$ cat src/rtl/studio2_keypad.sv
// -----------------------------------------------------------------------------
// studio2_keypad
//   Keypad front end for the Studio II core. PS/2 key events are decoded into
//   the two 10-key hex keypads, the CPU writes the key-select latch with OUT 2,
//   and the selected key's state is presented on the active-low EF3/EF4 flags.
//
// Ports:
//   clk        system clock
//   reset      synchronous, active-high reset
//   ps2_key    [10] toggle strobe, [9] pressed, [8] extended, [7:0] scan code
//   io_out     CPU output strobe (one cycle)
//   io_n       CPU N lines
//   io_dout    CPU output data
//   ef3_n      active-low: selected key is down on keypad 1
//   ef4_n      active-low: selected key is down on keypad 2
//   kp1_state  bit k = digit k held on keypad 1
//   kp2_state  bit k = digit k held on keypad 2
//   key_sel    current key-select latch value
// -----------------------------------------------------------------------------
module studio2_keypad #(
  parameter bit         KP2_ENABLE = 1'b1,
  parameter logic [3:0] SEL_RESET  = 4'hF
) (
  input  logic        clk,
  input  logic        reset,
  input  logic [10:0] ps2_key,
  input  logic        io_out,
  input  logic [2:0]  io_n,
  input  logic [7:0]  io_dout,
  output logic        ef3_n,
  output logic        ef4_n,
  output logic [9:0]  kp1_state,
  output logic [9:0]  kp2_state,
  output logic [3:0]  key_sel
);

  // Keypad 1 layout: digits 1..9 on the main row keys, 0 on the '0' key.
  function automatic logic [9:0] kp1_mask(input logic [7:0] code);
    case (code)
      8'h45:   kp1_mask = 10'h001;
      8'h16:   kp1_mask = 10'h002;
      8'h1E:   kp1_mask = 10'h004;
      8'h26:   kp1_mask = 10'h008;
      8'h25:   kp1_mask = 10'h010;
      8'h2E:   kp1_mask = 10'h020;
      8'h36:   kp1_mask = 10'h040;
      8'h3D:   kp1_mask = 10'h080;
      8'h3E:   kp1_mask = 10'h100;
      8'h46:   kp1_mask = 10'h200;
      default: kp1_mask = 10'h000;
    endcase
  endfunction

  // Keypad 2 layout: numeric keypad digits 0..9.
  function automatic logic [9:0] kp2_mask(input logic [7:0] code);
    case (code)
      8'h70:   kp2_mask = 10'h001;
      8'h69:   kp2_mask = 10'h002;
      8'h72:   kp2_mask = 10'h004;
      8'h7A:   kp2_mask = 10'h008;
      8'h6B:   kp2_mask = 10'h010;
      8'h73:   kp2_mask = 10'h020;
      8'h74:   kp2_mask = 10'h040;
      8'h6C:   kp2_mask = 10'h080;
      8'h75:   kp2_mask = 10'h100;
      8'h7D:   kp2_mask = 10'h200;
      default: kp2_mask = 10'h000;
    endcase
  endfunction

  logic        tog_p0;
  logic        vld_p0;
  logic        dec_en;
  logic [9:0]  mask1;
  logic [9:0]  mask2;
  logic [9:0]  kp1_nxt;
  logic [9:0]  kp2_nxt;
  logic        sel_wr;
  logic [15:0] kp1_ext;
  logic [15:0] kp2_ext;
  logic        hit1;
  logic        hit2;

  // Stage 0: event detect and keypad/latch next-state
  always_comb begin
    vld_p0  = ps2_key[10] ^ tog_p0;
    dec_en  = vld_p0 && !ps2_key[8];
    mask1   = dec_en ? kp1_mask(ps2_key[7:0]) : 10'h000;
    mask2   = (dec_en && KP2_ENABLE) ? kp2_mask(ps2_key[7:0]) : 10'h000;
    kp1_nxt = ps2_key[9] ? (kp1_state | mask1) : (kp1_state & ~mask1);
    kp2_nxt = ps2_key[9] ? (kp2_state | mask2) : (kp2_state & ~mask2);
    sel_wr  = io_out && (io_n == 3'd2);
  end

  // Zero-extending to 16 bits makes selects 10..15 read as "not held".
  always_comb begin
    kp1_ext = {6'b0, kp1_state};
    kp2_ext = {6'b0, kp2_state};
    hit1    = kp1_ext[key_sel];
    hit2    = KP2_ENABLE && kp2_ext[key_sel];
  end

  always_ff @(posedge clk) begin
    if (reset) begin
      tog_p0    <= ps2_key[10];
      kp1_state <= 10'h000;
      kp2_state <= 10'h000;
      key_sel   <= SEL_RESET;
    end else begin
      tog_p0    <= ps2_key[10];
      kp1_state <= kp1_nxt;
      kp2_state <= kp2_nxt;
      if (sel_wr) key_sel <= io_dout[3:0];
    end
  end

  // Stage 1: flags sampled from the registered keypad state and latch
  always_ff @(posedge clk) begin
    if (reset) begin
      ef3_n <= 1'b1;
      ef4_n <= 1'b1;
    end else begin
      ef3_n <= ~hit1;
      ef4_n <= ~hit2;
    end
  end

endmodule

$ cat config.mk
export PLATFORM = sky130hd
export DESIGN_NAME = studio2_keypad
export DESIGN_NICKNAME = d
export VERILOG_FILES = /design/src/rtl/studio2_keypad.sv
export SDC_FILE = /design/constraint.sdc
export NUM_CORES = 1
export LEC_CHECK = 0
export BUFFER_PORTS_ARGS = -buffer_cell sky130_fd_sc_hd__buf_4
export CORE_AREA = 4 4 61 68
export CTS_CLUSTER_DIAMETER = 80
export DETAILED_ROUTE_END_ITERATION = 6
export DIE_AREA = 0 0 65 72
export PLACE_DENSITY = 0.73
export REMOVE_ABC_BUFFERS = 1
export SYNTH_ARGS = -nofsm -noshare
export SYNTH_HDL_FRONTEND = slang
export SYNTH_SLANG_ARGS = --single-unit
$ cat constraint.sdc
create_clock -name clk -period 1.5 [get_ports clk]
set_clock_uncertainty 0.2 [all_clocks]
set_input_delay 0.3 -clock clk [delete_from_list [all_inputs] [get_ports clk]]
set_output_delay 0.3 -clock clk [all_outputs]
set_load 0.05 [all_outputs]
==> results.cfg <==
[worst_setup_path]
critPathKind = reg2reg
reg2reg_depth = 3
path_max_fanout = 4
start_kind = register
end_kind = register
worstPathRequired_ns = 1.51
r2r-end = ef4_n
arrival_ns = 1.52
r2r_start = key_sel[0]
r2r_slack_ns = -0.02

[timing]
fin_crit_sh_pct = 101
hold_ws_ns = 0.0318
hold_viol_final = 0
max_freq_ghz = 0.659
layout_setup_ws_ns = -0.0166
slew_headroom_pct = 73.3
setup_viol = 1
post-route-min-period_ns = 1.52
drv_slew = 0
worst_pin_slew_ns = 0.400
setup_tns_ns = -0.0166
rsz0062_at_grt = yes

[yosys]
synthMuxAreaShare_pct = 18.4
synth_compound_area_share_pct = 6.64
synth_top_family_by_area = simple AND/OR/NAND/NOR gates
synth_edf_count = 0
yosysSeqAreaShare_pct = 35.9
yosysWarnings = 0
async_flop_share_pct = 0
synthXorXnorAreaFrac_pct = 1.66
avgSynthCellArea_um2 = 9.60
synthTopCellsByArea = dfxtp_1, mux2i_1, nand2b_1
synth.cell_area_um2 = 1510
syn_inst = 157
synth-seq-cells = 27
synth.distinct_cells = 38
synthAdderAreaFrac_pct = 0
synth_top_area_share_pct = 35.9
yosysTopAreaCell = dfxtp_1
yosys.area_share.simple_pct = 34.4
synth_ff_type = dfxtp_1

[clock_tree]
cts_sinks = 27
numCtsBuffers = 3
htreeDepth = 1
ctsRootBufferMaster = clkbuf_8
cts_tree = yes
insertion_delay_ns = 0.26
cts.clk_slew.worst_paths_ns = 0.09
clock_path_buffers = 2

[floorplan]
fp.dieW_um = 65
pin_count = 51
start_util_pct = 42.6
die_h_um = 72
row_count = 23
die_area_um2 = 4680
fp.coreArea_um2 = 3540

[route]
wl_um = 4160
drt-vias-per-instance = 5.38
drc = 0
num_vias = 1470
drtIter0Drc = 94
drtPass1Iterations = 4
avgRoutedWirePerCell_um = 15.2
ant_nets = 0

[cells_and_area]
regArea_um2 = 552
diodes = 0
fin_area_um2 = 2200
final.fill_count = 303
fin_util_pct = 62.1
final_common_cell = buf_4
multi_input_area_um2 = 976
layout_common_cells = buf_4, dfxtp_1, mux2i_1
syn2layout_area_growth_pct = 45.9
final_layout_size_suffix_gt1_share_pct = 43.5
nets = 249
fin_cells = 273

[pwr]
power_density_nw_per_um2 = 632
ir_worst_vdd_v = 0.000279
finalPower_mw = 1.39
p_leak_nw = 0.976

[outcome]
failed_checks = setup timing
run_status = finished, violations left

[placement]
dp_cells = 268
gp_congestion = 0.891
port-buffer-count = 46
dpl-instance-area_um2 = 2070
place_ws_ns = -0.297
hpwl_um = 3310

[worst_hold_path]
hold_depth = 2
hp-start = io_dout[1]
min_to = key_sel[1]
hp-class = in2reg

[run]
drv_cap = 0

[grt]
grt.overflow.total = 0
grt_pass1_wl_um = 6690
grt_util_all_layers_pct = 17.9
antenna_found_initial = 0
grt_pass1_vias = 1488
grt_max_degree = 15
-- critical path, cell delays in order (launching register included) --
cell and delay, ns:
dfxtp_4 0.38, mux4_2 0.49, mux2_2 0.28, o21ai_2 0.10
-- synthesized netlist by cell type, types with 2 or more instances --
cell and number:
buf_2 3, nand3_1 6, nor2b_1 8, nor4_2 3, nand4_1 9, nand3b_1 4
clkbuf_1 6, nand2b_1 14, and3_1 2, a21oi_1 5, o21ai_0 3, nand4bb_1 2
dfxtp_1 27, mux2i_1 21, mux2_2 2, mux4_2 2, a211o_1 4, nor2_1 9
nand2_1 7, inv_1 2
-- worst max-delay path by stage --
stage	start	endpoint	slack (ns)	depth (start not counted)
global placement	ps2_key[7]	register	-0.27	5
detailed placement	ps2_key[7]	register	-0.30	5
finish	key_sel[0]	ef4_n	-0.02	3
floorplan	key_sel[0]	ef4_n	-0.52	3
global route	key_sel[0]	ef4_n	-0.04	3
CTS	tog_p0	register	-0.04	4
-- routing by layer --
metal,routed length [um],global-route usage (%),vias up
met2,2020,29.7,57
met1,1740,23.0,693
met4,137,8.22,0
met5,0,0,-
met3,257,2.63,14
li1,-,-,706
-- kinds of logic (layout without fill, tap and decap cells) --
| family | Yosys count | after routing |
|---|---|---|
| multiplexers | 25 | 25 |
| flip-flops | 27 | 27 |
| buffers and inverters | 11 | 77 |
| AO/OA/AOI/OAI | 15 | 15 |
| AND/OR/NAND/NOR | 77 | 77 |
| XOR/XNOR | 2 | 2 |
-- report_power, final --
part / switching, mW / leakage, nW / internal, mW
clock: 0.218 / 0.0228 / 0.190
sequential: 0.0108 / 0.217 / 0.721
combinational: 0.124 / 0.736 / 0.125
total: 0.353 / 0.976 / 1.04
-- timing repair --
item / 4_1_cts / 5_1_grt
hold buffers: 1 / 0
endpoints found under the setup margin: 16 / 25
buffers inserted: 0 / 0
gates resized for setup: 5 / 13
pin swaps: 1 / 1
hold endpoints to repair: 1 / 0
-- cell type report --
type                    count  area share [%]
flip-flops and latches     27            25.1
clock buffers               4            2.05
well taps                  50            2.85
multi-input cells         119            44.4
repair buffers             71            25.3
inverters                   2           0.341
(Power assumes the default switching activity.)
